## src/rtl/fetch_stage.sv

```systemverilog
// Instruction-fetch stage: owns the PC, addresses the asynchronous instruction ROM
// and registers the fetched word into the IF/ID pipeline register.
//
// state  | meaning
// -------+------------------------------------------------------------
// RUN    | normal fetch; flush > stall > advance each cycle
// HALTED | PC frozen, IF/ID drains to bubbles; only reset leaves it
module fetch_stage #(
    parameter int          DATA_W    = 32,
    parameter int          ROM_DEPTH = 1024,
    parameter logic [31:0] RESET_PC  = 32'h0000_0000,
    parameter logic [31:0] NOP_INSTR = 32'h0000_0013,
    localparam int         ROM_AW    = $clog2(ROM_DEPTH)
) (
    input  logic              CLK,
    input  logic              RESET,
    input  logic              stall_i,
    input  logic              flush_i,
    input  logic [DATA_W-1:0] target_i,
    input  logic              halt_i,
    output logic [ROM_AW-1:0] rom_addr_o,
    input  logic [DATA_W-1:0] rom_data_i,
    output logic [DATA_W-1:0] pc_o,
    output logic [DATA_W-1:0] instr_id_o,
    output logic [DATA_W-1:0] pc_id_o,
    output logic              valid_id_o,
    output logic [31:0]       fetch_cnt_o
);

    typedef enum logic {RUN, HALTED} state_t;

    state_t            state_q, state_d;
    logic [DATA_W-1:0] pc_q, pc_d;
    logic [DATA_W-1:0] instr_id_q, instr_id_d;
    logic [DATA_W-1:0] pc_id_q, pc_id_d;
    logic              valid_id_q, valid_id_d;
    logic [31:0]       fetch_cnt_q, fetch_cnt_d;

    always_ff @(posedge CLK or posedge RESET) begin
        if (RESET) begin
            state_q     <= RUN;
            pc_q        <= RESET_PC[DATA_W-1:0];
            instr_id_q  <= NOP_INSTR[DATA_W-1:0];
            pc_id_q     <= '0;
            valid_id_q  <= 1'b0;
            fetch_cnt_q <= '0;
        end else begin
            state_q     <= state_d;
            pc_q        <= pc_d;
            instr_id_q  <= instr_id_d;
            pc_id_q     <= pc_id_d;
            valid_id_q  <= valid_id_d;
            fetch_cnt_q <= fetch_cnt_d;
        end
    end

    always_comb begin
        state_d     = state_q;
        pc_d        = pc_q;
        instr_id_d  = instr_id_q;
        pc_id_d     = pc_id_q;
        valid_id_d  = valid_id_q;
        fetch_cnt_d = fetch_cnt_q;

        unique case (state_q)
            RUN: begin
                if (flush_i) begin
                    // Redirect overrides both stall and halt; halt is dropped.
                    pc_d       = {target_i[DATA_W-1:2], 2'b00};
                    instr_id_d = NOP_INSTR[DATA_W-1:0];
                    valid_id_d = 1'b0;
                end else begin
                    if (!stall_i) begin
                        instr_id_d  = rom_data_i;
                        pc_id_d     = pc_q;
                        valid_id_d  = 1'b1;
                        pc_d        = pc_q + DATA_W'(4);
                        fetch_cnt_d = fetch_cnt_q + 32'd1;
                    end
                    if (halt_i) begin
                        state_d = HALTED;
                    end
                end
            end
            HALTED: begin
                if (!stall_i) begin
                    instr_id_d = NOP_INSTR[DATA_W-1:0];
                    valid_id_d = 1'b0;
                end
            end
            default: state_d = RUN;
        endcase
    end

    assign rom_addr_o  = pc_q[ROM_AW+1:2];
    assign pc_o        = pc_q;
    assign instr_id_o  = instr_id_q;
    assign pc_id_o     = pc_id_q;
    assign valid_id_o  = valid_id_q;
    assign fetch_cnt_o = fetch_cnt_q;

endmodule

```

## config.mk

```make
export PLATFORM = sky130hd
export DESIGN_NAME = fetch_stage
export DESIGN_NICKNAME = d
export VERILOG_FILES = /design/src/rtl/fetch_stage.sv
export SDC_FILE = /design/constraint.sdc
export NUM_CORES = 1
export LEC_CHECK = 0
export BUFFER_PORTS_ARGS = -buffer_cell sky130_fd_sc_hd__buf_4
export CORE_UTILIZATION = 30
export DETAILED_ROUTE_END_ITERATION = 10
export SKIP_LAST_GASP = 1
export SYNTH_ARGS = -nofsm -noshare
export SYNTH_HDL_FRONTEND = slang
export SYNTH_SLANG_ARGS = --single-unit
```

## constraint.sdc

```tcl
create_clock -name CLK -period 5.6 [get_ports CLK]
set_input_delay 1.12 -clock CLK [delete_from_list [all_inputs] [get_ports CLK]]
set_output_delay 1.12 -clock CLK [all_outputs]
set_load 0.03 [all_outputs]
```

== After elaboration in Yosys (flattened, before gate mapping) ==
Index checks and enable logic that the tools add are counted.

* Flip-flop bits (word level): 130
* Bits of input ports: 69
* Output and inout port bits: 139

* Add/subtract/negate cells: 2
* Equality and inequality tests: 3
* Mux-type cells: 13
* Bitwise gates (word level): 3
* Reductions and logical operators: 3

{| class="wikitable"
|+ Operator list
! kind !! count
|-
| $mux W32 || 5
|-
| $pmux W32 S2 || 1
|-
| $add A32 B1 Y32 const B || 1
|-
| $add A32 B3 Y32 const B || 1
|-
| $mux W1 || 6
|-
| $reduce_and A2 Y1 || 2
|-
| $ne A3 B3 Y1 const B || 1
|-
| $not A1 Y1 || 3
|-
| $reduce_and A3 Y1 || 1
|-
| $ne A2 B1 Y1 const B || 1
|-
| $ne A2 B2 Y1 const B || 1
|-
| $pmux W1 S2 || 1
|}

== Logic depth before layout (Yosys ltp) ==
* Depth in word-level cells: 3
* Mapped depth: 7
* Mapped depth without buffers: 5

== Least setup slack after synthesis ==
No wires, ideal clock.

* Path kind: input -> register
* From: input port flush_i
* To: register fetch_cnt_q[24] (netlist: fetch_cnt_o[24])
* Library setup time: 0.135 ns
* Arrival: 2.458 ns
* Required time: 5.465 ns
* Path slack: 3.008 ns
* Cell stages on the path: 6
* Buffers on the path: 2
* Cell sequence: buf_6 -> or4b_4 -> buf_6 -> nor4_4 -> nand3_1 -> xnor2_1

* Cells in the longest elaborated chain, start to end: 2

{| class="wikitable"
|+ Ends and longest elaborated chain
! what !! line !! source
|-
| from (decl) || 18 || <nowiki>input logic flush_i,</nowiki>
|-
| $not A1 Y1 (no line) || n/a ||
|-
| $reduce_and A3 Y1 (no line) || n/a ||
|-
| to (signal assigned) || 53 || <nowiki>fetch_cnt_q <= fetch_cnt_d;</nowiki>
|-
| to (decl) || 37 || <nowiki>logic [31:0] fetch_cnt_q, fetch_cnt_d;</nowiki>
|}

Every way passes these cells.
A chain may end at the register's enable or synchronous reset.

== Worst setup path after layout ==
* From: input port flush_i
* To: register fetch_cnt_q[31] (netlist: fetch_cnt_o[31])

Same word-level chain as after synthesis.

==> summary.md <==
| Metric | Value |
|---|---|
| Mean post-synth cell area | 9.964 µm² |
| R2R Setup Slk | a little under 3 ns |
| Fin crit period | roughly 2.9 ns |
| Worst hold path class | flip-flop to flip-flop |
| Critical path type | input pin to flip-flop |
| Core Footprint | about 20000 µm² |
| Worst-Margin Slew | between 0.9 and 1 ns |
| Async SR Flop Fraction | 100.0% |
| Clk_lat worst skew | around 0.42 ns |
| Final setup fails | 0 |
| Reg2reg path depth | 5 |
| EDFF count, synth | 0 |
| Final core utilization | about 42% |
| Setup ws final | approximately 2.7 ns |
| Post-Synth XOR/XNOR Area | between 4 and 5% |
| R2r startpoint | state_q$_DFF_PP0_ |
| Routability cong. | between 0.7 and 0.8 |
| Critical path endpoint category | flip-flop |
| Hold path cells | 2 |
| Routed Antenna Nets | 0 |
| Total Neg Setup Slack | 0 ns |
| Simple-Gate Fraction of Synth Area | approximately 22% |
| Cts hold-fix bufs | 0 |
| Largest net degree at the start of global routing | 70 |
| Worst Path Required | between 5 and 6 ns |
| DIE WIDTH | roughly 140 µm |
| Tcrit/Tclk final | roughly 52% |
| Maximum VDD drop | between 200 and 250 µV |
| DR iter-0 viols | approximately 220 |
| Synth warnings | 0 |
| Row cnt | 51 |
| Clock Skew | ~0.013 ns |
| Synthesized netlist cell count | 604 |
| Slew headroom | 34.04% |
| Max-cap violation count | 0 |
| Layout Area Growth over Synthesis | 37.94% |
| #FFs+latches synth | 126 |
| Overflow after GRT | 0 |
| F_max | ~340 MHz |
| Via/cell ratio | 5.104 |
| Leakage | about 4.0 nW |
| Max Slew Vio Count | 0 |
| Critical Path AT | ~3.2 ns |
| Synth Area in Compound Gates | 14.82% |
| CTS tree | yes |
| HPWL after detailed placement | 12.22 mm |
| Initial antenna violation count | 0 |
| Die height | around 140 µm |
| Mux cell area share after synthesis | less than 1% |
| H-tree depth | 4 |
| I/O pin total | between 200 and 250 |
| Total track usage | a little under a fifth |
| Largest family of logic cells by synthesized area | simple AND/OR/NAND/NOR gates |
| Ys flop type | dfrtp_1 |
| Buffers on Ports | between 200 and 250 |
| Antenna diodes | 0 |
| Setup WS pre-CTS | ~2.2 ns |
| Vias in the first global route | 5231 |
| CTS Buffer Depth | 2 |
| Vias | 5385 |
| Drt first pass iters | 4 |
| Post-Synth Adder-Cell Area | less than 1% |
| Layout cells sized above 1 | between 30% and 40% |
| PwrDens | roughly 350 nW/µm² |
| Crit Path Max Fanout | 45 |
| Effective utilization at floorplan | 30.72% |
| Wire length per cell | between 15 and 20 µm |
| Post-synthesis sequential area ratio | a little over half |
| CP Launch Type | input pin |
| Worst hold slack | roughly 0.47 ns |
| Critical R2R Capture | fetch_cnt_o[31]$_DFFE_PP0P_ |
| RSZ-0062 raised after global routing | no |
| Worst-path clk slew | about 0.060 ns |
| Final net count | ~850 |
| Status | finished, final reports clean |
| Final WL | 18.17 mm |
| Post-Syn Area | 6018 µm² |
| Cts repair resizes | 0 |
| Final hold violation count | 0 |
| Setup bufs post-CTS | 0 |
| Synth cell types | 60 |
| Sink Count | approximately 130 |
| CTS Root Cell | clkbuf_16 |
| Full die area | between 20000 and 25000 µm² |
| HP Start | pc_id_o[29]$_DFFE_PP0P_ |
| Residual DRC | 0 |
| Hold endpoint | pc_id_o[29]$_DFFE_PP0P_ |
| First-pass GRT wire length | between 20 and 30 mm |
| Clock buffer count from CTS | 17 |
-- cells in the mapped netlist, drive strengths merged (2+ instances only) --
master   instances  share of area, %
a21o             3              0.37
a21oi           25               2.1
a22o            30               4.4
a22oi            3              0.37
a2bb2oi          3              0.44
a311oi           4              0.58
a31oi            2              0.21
a32oi            5              0.73
a41o             3              0.50
and2             5              0.52
and3             7              0.73
and4            15               2.2
buf             23               2.6
clkbuf          33               2.1
dfrtp          123                51
dfstp            3               1.3
ha               2              0.42
inv              9              0.56
nand2          112               7.0
nand2b           4              0.42
nand3           26               2.2
nand3b           2              0.25
nand4           22               2.4
nor2            19               1.2
nor3            11              0.91
nor3b            6              0.83
nor4             8               1.4
o211ai           2              0.25
o21ai           19               1.6
o22a             6              0.87
o22ai            4              0.42
o311ai           5              0.73
o31a             2              0.29
o32ai            2              0.29
or3              6              0.62
or4              6              0.75
xnor2           23               3.3
xor2             8               1.2
-- power by group --
group	switching (mW)	internal (mW)
Clock	0.451	0.799
Combinational	0.363	0.215
Sequential	0.117	0.991
-- per-stage QoR --
stage | total power [mW] | std cells | area, µm²
3_3_place_gp | 1.701 | 1023 | 7644
2_1_floorplan | 1.470 | 607 | 6030
6_report | 2.936 | 1055 | 8302
5_1_grt | 3.060 | 1055 | 8302
3_5_place_dp | 1.707 | 1023 | 7644
4_1_cts | 2.970 | 1055 | 8302
-- worst max-delay path, stage by stage --
cell and delay [ns]:
buf_4 0.25, or3_2 0.97, nor4_4 0.53, nand4_1 0.17
xnor2_1 0.15
-- cells by family (layout without fill, tap and decap cells) --
kind of cell	after synthesis	after routing
xor+xnor	31	31
compound gates	123	123
buf+inv	65	248
mux	1	1
simple gates	255	255
fa+ha+maj	2	2
flops	126	126
other cells	1	4
-- flip-flops by register name, indices dropped and copies added, names as in the netlist --
signal and cells:
fetch_cnt_o 32, state_q 1, pc_id_o 30, pc_o 30, instr_id_o 32, valid_id_o 1
-- cells in the final DEF (no fill, tap or decap), types with 5 or more instances in the layout --
master / count
buf_4: 207
dfrtp_1: 123
nand2_1: 112
a22o_1: 30
nand3_1: 26
a21oi_1: 25
xnor2_1: 23
nand4_1: 21
o21ai_0: 19
nor2_1: 18
clkbuf_16: 17
and4_1: 15
nor3_1: 10
inv_1: 8
xor2_1: 8
and3_1: 7
inv_6: 6
o22a_1: 6
or4_1: 6
nor4_1: 5
and2_1: 5
nor3b_1: 5
a32oi_1: 5
or3_1: 5
bufinv_16: 5
-- worst max path at each step --
stage | startpoint | to | slack [ns] | depth (start not counted)
2_1_floorplan | RESET | fetch_cnt_o[0]$_DFFE_PP0P_ | 1.13 | 1
3_3_place_gp | flush_i | fetch_cnt_o[29]$_DFFE_PP0P_ | 2.24 | 5
3_5_place_dp | flush_i | fetch_cnt_o[9]$_DFFE_PP0P_ | 2.25 | 5
4_1_cts | flush_i | fetch_cnt_o[9]$_DFFE_PP0P_ | 2.69 | 5
5_1_grt | flush_i | fetch_cnt_o[9]$_DFFE_PP0P_ | 2.54 | 5
6_report | flush_i | fetch_cnt_o[31]$_DFFE_PP0P_ | 2.67 | 5
-- final cells by class --
type,instances,area (µm²)
sequential,126,3157
clock inverter,15,232.7
multi-input combinational,416,2562
clock buffer,17,425.4
fill,1937,11290
tap,265,331.6
inverter,9,38.79
timing repair buffer,207,1554
-- metal layers --
metal	vias to the layer above	wire length, µm	global-route usage, %
met5	-	0	0
met4	0	306	6.271
met3	20	942	3.899
met2	193	8823	28.95
met1	2643	8098	24.41
li1	2529	-	-
Note: power is estimated with default switching activity, not from simulation.
